`src/rtl/id_exe_stage_reg_if.sv`:
```
// ID->EXE stage register bus: ID-side inputs, EXE-side registered outputs.
// Optional forwarding indices src1/src2 exist only when FORWARD_SRC_EN is defined.
interface id_exe_stage_reg_if #(
    parameter int unsigned XLEN   = 32,
    parameter int unsigned REG_AW = 4
);
    logic              freeze;
    logic              flush;
    logic              valid_in;
    logic              WB_EN_in;
    logic              MEM_R_EN_in;
    logic              MEM_W_EN_in;
    logic [3:0]        EXE_CMD_in;
    logic              B_in;
    logic              S_in;
    logic              imm_in;
    logic [XLEN-1:0]   PC_in;
    logic [XLEN-1:0]   Val_Rn_in;
    logic [XLEN-1:0]   Val_Rm_in;
    logic [11:0]       Shift_operand_in;
    logic [23:0]       Signed_imm_24_in;
    logic [REG_AW-1:0] Dest_in;
    logic [3:0]        SR_in;

    logic              valid_out;
    logic              WB_EN_out;
    logic              MEM_R_EN_out;
    logic              MEM_W_EN_out;
    logic [3:0]        EXE_CMD_out;
    logic              B_out;
    logic              S_out;
    logic              imm_out;
    logic [XLEN-1:0]   PC_out;
    logic [XLEN-1:0]   Val_Rn_out;
    logic [XLEN-1:0]   Val_Rm_out;
    logic [11:0]       Shift_operand_out;
    logic [23:0]       Signed_imm_24_out;
    logic [REG_AW-1:0] Dest_out;
    logic [3:0]        SR_out;
    logic              LoS_out;
`ifdef FORWARD_SRC_EN
    logic [REG_AW-1:0] src1_in;
    logic [REG_AW-1:0] src2_in;
    logic [REG_AW-1:0] src1_out;
    logic [REG_AW-1:0] src2_out;
`endif

    // ID side drives the *_in fields and stall/flush controls.
    modport master (
        output freeze, flush, valid_in, WB_EN_in, MEM_R_EN_in, MEM_W_EN_in, EXE_CMD_in,
               B_in, S_in, imm_in, PC_in, Val_Rn_in, Val_Rm_in, Shift_operand_in,
               Signed_imm_24_in, Dest_in, SR_in,
`ifdef FORWARD_SRC_EN
               src1_in, src2_in,
               input src1_out, src2_out,
`endif
        input  valid_out, WB_EN_out, MEM_R_EN_out, MEM_W_EN_out, EXE_CMD_out, B_out,
               S_out, imm_out, PC_out, Val_Rn_out, Val_Rm_out, Shift_operand_out,
               Signed_imm_24_out, Dest_out, SR_out, LoS_out
    );

    // The stage register consumes *_in and presents *_out to EXE.
    modport slave (
        input  freeze, flush, valid_in, WB_EN_in, MEM_R_EN_in, MEM_W_EN_in, EXE_CMD_in,
               B_in, S_in, imm_in, PC_in, Val_Rn_in, Val_Rm_in, Shift_operand_in,
               Signed_imm_24_in, Dest_in, SR_in,
`ifdef FORWARD_SRC_EN
               src1_in, src2_in,
               output src1_out, src2_out,
`endif
        output valid_out, WB_EN_out, MEM_R_EN_out, MEM_W_EN_out, EXE_CMD_out, B_out,
               S_out, imm_out, PC_out, Val_Rn_out, Val_Rm_out, Shift_operand_out,
               Signed_imm_24_out, Dest_out, SR_out, LoS_out
    );
endinterface

```
`src/rtl/id_exe_stage_reg.sv`:
```
// ID->EXE pipeline register: one-cycle capture with rst > flush > freeze > load priority.
// Optional feature macro: FORWARD_SRC_EN adds src1/src2 register indices for forwarding.
module id_exe_stage_reg #(
    parameter int unsigned XLEN   = 32,
    parameter int unsigned REG_AW = 4
) (
    input  logic               clk,
    input  logic               rst,
    id_exe_stage_reg_if.slave  bus
);
    typedef struct packed {
        logic              valid;
        logic              wb_en;
        logic              mem_r_en;
        logic              mem_w_en;
        logic [3:0]        exe_cmd;
        logic              b;
        logic              s;
        logic              los;
        logic              imm;
        logic [XLEN-1:0]   pc;
        logic [XLEN-1:0]   val_rn;
        logic [XLEN-1:0]   val_rm;
        logic [11:0]       shift_op;
        logic [23:0]       simm24;
        logic [REG_AW-1:0] dest;
        logic [3:0]        sr;
`ifdef FORWARD_SRC_EN
        logic [REG_AW-1:0] src1;
        logic [REG_AW-1:0] src2;
`endif
    } stage_t;

    stage_t stage_q;
    stage_t stage_d;

    // Next-stage contents: bubble on flush, hold on freeze, otherwise capture ID.
    always_comb begin
        stage_d = stage_q;
        if (bus.flush) begin
            stage_d = '0;
        end else if (!bus.freeze) begin
            stage_d.valid    = bus.valid_in;
            stage_d.wb_en    = bus.WB_EN_in;
            stage_d.mem_r_en = bus.MEM_R_EN_in;
            stage_d.mem_w_en = bus.MEM_W_EN_in;
            stage_d.exe_cmd  = bus.EXE_CMD_in;
            stage_d.b        = bus.B_in;
            stage_d.s        = bus.S_in;
            stage_d.los      = bus.MEM_R_EN_in | bus.MEM_W_EN_in;
            stage_d.imm      = bus.imm_in;
            stage_d.pc       = bus.PC_in;
            stage_d.val_rn   = bus.Val_Rn_in;
            stage_d.val_rm   = bus.Val_Rm_in;
            stage_d.shift_op = bus.Shift_operand_in;
            stage_d.simm24   = bus.Signed_imm_24_in;
            stage_d.dest     = bus.Dest_in;
            stage_d.sr       = bus.SR_in;
`ifdef FORWARD_SRC_EN
            stage_d.src1     = bus.src1_in;
            stage_d.src2     = bus.src2_in;
`endif
            // An empty ID slot still carries its data but must not act in EXE.
            if (!bus.valid_in) begin
                stage_d.valid    = 1'b0;
                stage_d.wb_en    = 1'b0;
                stage_d.mem_r_en = 1'b0;
                stage_d.mem_w_en = 1'b0;
                stage_d.exe_cmd  = 4'b0000;
                stage_d.b        = 1'b0;
                stage_d.s        = 1'b0;
                stage_d.los      = 1'b0;
            end
        end
    end

    // Stage register with synchronous reset.
    always_ff @(posedge clk) begin
        if (rst) begin
            stage_q <= '0;
        end else begin
            stage_q <= stage_d;
        end
    end

    assign bus.valid_out         = stage_q.valid;
    assign bus.WB_EN_out         = stage_q.wb_en;
    assign bus.MEM_R_EN_out      = stage_q.mem_r_en;
    assign bus.MEM_W_EN_out      = stage_q.mem_w_en;
    assign bus.EXE_CMD_out       = stage_q.exe_cmd;
    assign bus.B_out             = stage_q.b;
    assign bus.S_out             = stage_q.s;
    assign bus.LoS_out           = stage_q.los;
    assign bus.imm_out           = stage_q.imm;
    assign bus.PC_out            = stage_q.pc;
    assign bus.Val_Rn_out        = stage_q.val_rn;
    assign bus.Val_Rm_out        = stage_q.val_rm;
    assign bus.Shift_operand_out = stage_q.shift_op;
    assign bus.Signed_imm_24_out = stage_q.simm24;
    assign bus.Dest_out          = stage_q.dest;
    assign bus.SR_out            = stage_q.sr;
`ifdef FORWARD_SRC_EN
    assign bus.src1_out          = stage_q.src1;
    assign bus.src2_out          = stage_q.src2;
`endif
endmodule

```
`src/flat_wrapper.sv`:
```
// flat-port wrapper written by rule: the top's interface ports become plain ports
module id_exe_stage_reg_flat 
#(
    parameter int unsigned XLEN   = 32,
    parameter int unsigned REG_AW = 4
)
  (clk, rst, bus_freeze, bus_flush, bus_valid_in, bus_WB_EN_in, bus_MEM_R_EN_in, bus_MEM_W_EN_in, bus_EXE_CMD_in, bus_B_in, bus_S_in, bus_imm_in, bus_PC_in, bus_Val_Rn_in, bus_Val_Rm_in, bus_Shift_operand_in, bus_Signed_imm_24_in, bus_Dest_in, bus_SR_in, bus_valid_out, bus_WB_EN_out, bus_MEM_R_EN_out, bus_MEM_W_EN_out, bus_EXE_CMD_out, bus_B_out, bus_S_out, bus_imm_out, bus_PC_out, bus_Val_Rn_out, bus_Val_Rm_out, bus_Shift_operand_out, bus_Signed_imm_24_out, bus_Dest_out, bus_SR_out, bus_LoS_out);
  id_exe_stage_reg_if #(.XLEN(XLEN), .REG_AW(REG_AW)) bus_i ();
  input  logic clk;
  input  logic rst;
  input wire logic [$bits(bus_i.freeze)-1:0] bus_freeze;
  input wire logic [$bits(bus_i.flush)-1:0] bus_flush;
  input wire logic [$bits(bus_i.valid_in)-1:0] bus_valid_in;
  input wire logic [$bits(bus_i.WB_EN_in)-1:0] bus_WB_EN_in;
  input wire logic [$bits(bus_i.MEM_R_EN_in)-1:0] bus_MEM_R_EN_in;
  input wire logic [$bits(bus_i.MEM_W_EN_in)-1:0] bus_MEM_W_EN_in;
  input wire logic [$bits(bus_i.EXE_CMD_in)-1:0] bus_EXE_CMD_in;
  input wire logic [$bits(bus_i.B_in)-1:0] bus_B_in;
  input wire logic [$bits(bus_i.S_in)-1:0] bus_S_in;
  input wire logic [$bits(bus_i.imm_in)-1:0] bus_imm_in;
  input wire logic [$bits(bus_i.PC_in)-1:0] bus_PC_in;
  input wire logic [$bits(bus_i.Val_Rn_in)-1:0] bus_Val_Rn_in;
  input wire logic [$bits(bus_i.Val_Rm_in)-1:0] bus_Val_Rm_in;
  input wire logic [$bits(bus_i.Shift_operand_in)-1:0] bus_Shift_operand_in;
  input wire logic [$bits(bus_i.Signed_imm_24_in)-1:0] bus_Signed_imm_24_in;
  input wire logic [$bits(bus_i.Dest_in)-1:0] bus_Dest_in;
  input wire logic [$bits(bus_i.SR_in)-1:0] bus_SR_in;
  output wire logic [$bits(bus_i.valid_out)-1:0] bus_valid_out;
  output wire logic [$bits(bus_i.WB_EN_out)-1:0] bus_WB_EN_out;
  output wire logic [$bits(bus_i.MEM_R_EN_out)-1:0] bus_MEM_R_EN_out;
  output wire logic [$bits(bus_i.MEM_W_EN_out)-1:0] bus_MEM_W_EN_out;
  output wire logic [$bits(bus_i.EXE_CMD_out)-1:0] bus_EXE_CMD_out;
  output wire logic [$bits(bus_i.B_out)-1:0] bus_B_out;
  output wire logic [$bits(bus_i.S_out)-1:0] bus_S_out;
  output wire logic [$bits(bus_i.imm_out)-1:0] bus_imm_out;
  output wire logic [$bits(bus_i.PC_out)-1:0] bus_PC_out;
  output wire logic [$bits(bus_i.Val_Rn_out)-1:0] bus_Val_Rn_out;
  output wire logic [$bits(bus_i.Val_Rm_out)-1:0] bus_Val_Rm_out;
  output wire logic [$bits(bus_i.Shift_operand_out)-1:0] bus_Shift_operand_out;
  output wire logic [$bits(bus_i.Signed_imm_24_out)-1:0] bus_Signed_imm_24_out;
  output wire logic [$bits(bus_i.Dest_out)-1:0] bus_Dest_out;
  output wire logic [$bits(bus_i.SR_out)-1:0] bus_SR_out;
  output wire logic [$bits(bus_i.LoS_out)-1:0] bus_LoS_out;
  assign bus_i.freeze = bus_freeze;
  assign bus_i.flush = bus_flush;
  assign bus_i.valid_in = bus_valid_in;
  assign bus_i.WB_EN_in = bus_WB_EN_in;
  assign bus_i.MEM_R_EN_in = bus_MEM_R_EN_in;
  assign bus_i.MEM_W_EN_in = bus_MEM_W_EN_in;
  assign bus_i.EXE_CMD_in = bus_EXE_CMD_in;
  assign bus_i.B_in = bus_B_in;
  assign bus_i.S_in = bus_S_in;
  assign bus_i.imm_in = bus_imm_in;
  assign bus_i.PC_in = bus_PC_in;
  assign bus_i.Val_Rn_in = bus_Val_Rn_in;
  assign bus_i.Val_Rm_in = bus_Val_Rm_in;
  assign bus_i.Shift_operand_in = bus_Shift_operand_in;
  assign bus_i.Signed_imm_24_in = bus_Signed_imm_24_in;
  assign bus_i.Dest_in = bus_Dest_in;
  assign bus_i.SR_in = bus_SR_in;
  assign bus_valid_out = bus_i.valid_out;
  assign bus_WB_EN_out = bus_i.WB_EN_out;
  assign bus_MEM_R_EN_out = bus_i.MEM_R_EN_out;
  assign bus_MEM_W_EN_out = bus_i.MEM_W_EN_out;
  assign bus_EXE_CMD_out = bus_i.EXE_CMD_out;
  assign bus_B_out = bus_i.B_out;
  assign bus_S_out = bus_i.S_out;
  assign bus_imm_out = bus_i.imm_out;
  assign bus_PC_out = bus_i.PC_out;
  assign bus_Val_Rn_out = bus_i.Val_Rn_out;
  assign bus_Val_Rm_out = bus_i.Val_Rm_out;
  assign bus_Shift_operand_out = bus_i.Shift_operand_out;
  assign bus_Signed_imm_24_out = bus_i.Signed_imm_24_out;
  assign bus_Dest_out = bus_i.Dest_out;
  assign bus_SR_out = bus_i.SR_out;
  assign bus_LoS_out = bus_i.LoS_out;
  id_exe_stage_reg #(.XLEN(XLEN), .REG_AW(REG_AW)) u_core (.clk(clk), .rst(rst), .bus(bus_i));
endmodule
```
`config.mk`:
```
export PLATFORM = sky130hd
export DESIGN_NAME = id_exe_stage_reg_flat
export DESIGN_NICKNAME = d
export VERILOG_FILES = /design/src/rtl/id_exe_stage_reg_if.sv /design/src/rtl/id_exe_stage_reg.sv /design/src/flat_wrapper.sv
export SDC_FILE = /design/constraint.sdc
export NUM_CORES = 1
export LEC_CHECK = 0
export ABC_AREA = 1
export CORE_UTILIZATION = 38
export CTS_CLUSTER_SIZE = 20
export DETAILED_ROUTE_END_ITERATION = 12
export PLACE_DENSITY = 0.83
export RECOVER_POWER = 100
export SETUP_SLACK_MARGIN = 0.05
export SLEW_MARGIN = 40
export SYNTH_ARGS = -nofsm -noshare
export SYNTH_HDL_FRONTEND = slang
export SYNTH_SLANG_ARGS = --single-unit
```
`constraint.sdc`:
```
create_clock -name clk -period 1.2 [get_ports clk]
set_clock_uncertainty 0.2 [all_clocks]
set_input_delay 0.12 -clock clk [delete_from_list [all_inputs] [get_ports clk]]
set_output_delay 0.12 -clock clk [all_outputs]
set_load 0.02 [all_outputs]
```
==> impl_metrics.json, run 1 <==
{
  "status": "complete, but fails checks",
  "violations": "negative setup slack",
  "seq_area_frac_synth_pct": 57.78,
  "layout_commonest_cell": "nand2_1",
  "cpPeakStageDelay_ns": 0.36,
  "worstSetupStartpoint": "u_core.bus.Val_Rm_out[29]",
  "ys_seq_elements": 152,
  "fillers": 915,
  "cts_tree": "done",
  "grt_use_total_pct": 24.21,
  "finalCritPeriodShare_pct": 101.2,
  "crit_arrival_ns": 0.89,
  "die_h_um": 119.7,
  "yosys-top-cells-area": "dfxtp_1 58%, nand2_1 21%, a21oi_1 14%",
  "drcViolationCount": 0,
  "critical_path_buf_inv_count": 1,
  "pre_cts_slack_ns": -0.3287,
  "setup_viol": 3,
  "vias_per_cell": 4.801,
  "ant_nets": 0,
  "crit_path_end_kind": "output pin",
  "rsz0062_at_grt": "true",
  "synth_warnings": 0,
  "path_cells": "buf_6",
  "regToRegSetupSlack_ns": 0.06,
  "drt_wl_total_mm": 18.07,
  "grt_pass1_wl_mm": 26.98,
  "rows": 42,
  "crit_path_top_delay_cell": "dfxtp_2",
  "setup_ws_ns": -0.01464,
  "maxCapViolCount": 0,
  "netlist_instances": 661,
  "ios": 307,
  "placed_cell_area_um2": 8499,
  "vias": 5732,
  "final_cell_area_um2": 9844,
  "syn2layout_area_growth_pct": 86.93,
  "worstHoldStart": "bus_freeze",
  "start_util_pct": 39.30,
  "die_area_um2": 14330,
  "clock-sinks": 152,
  "cellPowerDensity_nw_per_um2": 1288,
  "regToRegEndpoint": "u_core.bus.Val_Rm_out[6]",
  "critPathMaxFanout": 2,
  "period_minus_slack_ns": 1.215,
  "path_clk_slew_ns": 0.06,
  "finalPower_mw": 12.68,
  "relSlewSlack_pct": 67.14,
  "irDropWorstVdd_mv": 0.8093,
  "whs_endpoint": "u_core.bus.SR_out[1]",
  "gp_congestion": 0.7925,
  "cp_top_family": "flip-flops",
  "cts_buffers": 17,
  "first_global_vias": 5519,
  "postSynthAreaPerCell_um2": 7.967,
  "multi_input_area_um2": 1913,
  "finalHoldViolations": 0,
  "grt_max_degree": 82,
  "dpl.cell_count": 1116,
  "max_freq_mhz": 823.3,
  "drv_slew": 0,
  "grt-ovfl-total": 0,
  "fin_hold_ws_ns": 0.03411,
  "antenna_found_initial": 0,
  "coreArea_um2": 13400,
  "synth_fp_nets": 816,
  "drive_above_1_share_pct": 39.78,
  "drt_iter0_drc": 328,
  "fin_util_pct": 73.46,
  "regArea_um2": 3233,
  "synth_top_area_share_pct": 57.78,
  "dpl.hpwl_mm": 11.28,
  "stdcell_count": 1194,
  "ctsRootBufferMaster": "clkbuf_16",
  "die_w_um": 119.7,
  "hold_path_class": "primary input to flip-flop",
  "io_buffers": 306,
  "cellLeakagePower_nw": 4.124,
  "reg2reg_from": "u_core.bus.Val_Rm_out[6]",
  "cts.hold.buffers_added": 0,
  "tightest_slew_ns": 0.4930,
  "nNetsFinal": 1162,
  "syn_area_um2": 5266,
  "min_delay_path_depth": 5,
  "final_cell_mix": "300 x nand2_1, 154 x buf_6, 153 x clkdlybuf4s50_1",
  "crit_required_ns": 0.88,
  "ys_types": 13,
  "yosysTopAreaCell": "dfxtp_1",
  "wl_per_cell_um": 15.13,
  "worstSkewPairLatency_ns": 0.41,
  "ctsLongestPathBuffers": 2,
  "r2r_cells": 5,
  "htreeDepth": 4,
  "cp-start-kind": "flip-flop",
  "drtPass1Iterations": 5,
  "antenna_cells": 0,
  "criticalPathCategory": "flip-flop to output pin",
  "tns_ns": -0.02411
}
## where the power goes
part	internal, mW	leakage (nW)	switching [mW]
clock	3.63	0.300	1.99
combinational	0.957	2.52	0.747
sequential	5.24	1.31	0.112
## final cells by class
type | count | area share [%]
Inverter | 4 | 0.2034
Timing Repair Buffer | 375 | 38.99
Multi-Input combinational cell | 457 | 19.43
Sequential cell | 152 | 32.84
Clock buffer | 23 | 4.855
Tap cell | 176 | 2.237
Clock inverter | 7 | 1.436
## synth_stat cells
library cell / n
a21oi_1: 151
buf_2: 30
buf_4: 1
buf_6: 10
clkbuf_1: 7
clkinv_2: 1
dfxtp_1: 152
inv_1: 2
inv_2: 1
nand2_1: 300
nand3_1: 3
nor2_1: 2
nor2_2: 1
## flip-flops by register name (all words and copies together), names as in the netlist
register / count
u_core.bus.LoS_out: 1
u_core.bus.PC_out: 32
u_core.bus.Signed_imm_24_out: 24
u_core.bus.WB_EN_out: 1
u_core.bus.SR_out: 4
u_core.bus.Val_Rm_out: 32
u_core.bus.Shift_operand_out: 12
u_core.bus.imm_out: 1
u_core.bus.Dest_out: 4
u_core.bus.S_out: 1
u_core.bus.B_out: 1
u_core.bus.MEM_W_EN_out: 1
u_core.bus.valid_out: 1
u_core.bus.MEM_R_EN_out: 1
u_core.bus.Val_Rn_out: 32
u_core.bus.EXE_CMD_out: 4
## worst max-delay path by stage
stage               slack [ns]  depth (start not counted)                  endpoint
floorplan                 0.15                          6    u_core.bus.Dest_out[0]
global placement         -0.30                          5  u_core.bus.Val_Rm_out[7]
detailed placement       -0.33                          5  u_core.bus.Val_Rm_out[6]
CTS                      -0.03                          1        bus_Val_Rm_out[29]
global route             -0.04                          1        bus_Val_Rm_out[29]
finish                   -0.01                          1        bus_Val_Rm_out[29]
## metal layers
layer	part of all wire, %	track usage (%)	vias to the layer above
met5	0	0	-
met4	3.8	12.81	0
met3	9.1	9.363	48
met2	50	42.56	272
met1	37	24.70	2615
li1	-	-	2797
## timing repair
action	4_1_cts	5_1_grt
endpoints found under the setup margin	152	276
pin swaps	0	1
resized for setup	1065	1
gates cloned	0	0
buffers inserted	19	29
## kinds of logic (layout without fill, tap and decap cells)
kind of cell | Yosys count | count (layout) | synth area share (%)
buf+inv | 52 | 409 | 5.940
flops | 152 | 152 | 57.78
compound gates | 151 | 151 | 14.35
simple gates | 306 | 306 | 21.93
Note: power is estimated with default switching activity, not from simulation.
==> run 2, diff against run 1 <==
--- a/config.mk
+++ b/config.mk
@@ -12,7 +12,6 @@
 export PLACE_DENSITY = 0.83
 export RECOVER_POWER = 100
 export SETUP_SLACK_MARGIN = 0.05
-export SLEW_MARGIN = 40
 export SYNTH_ARGS = -nofsm -noshare
 export SYNTH_HDL_FRONTEND = slang
 export SYNTH_SLANG_ARGS = --single-unit
==> results of run 2 <==
No change in the layout: final DEF, timing and power equal those of run 1.
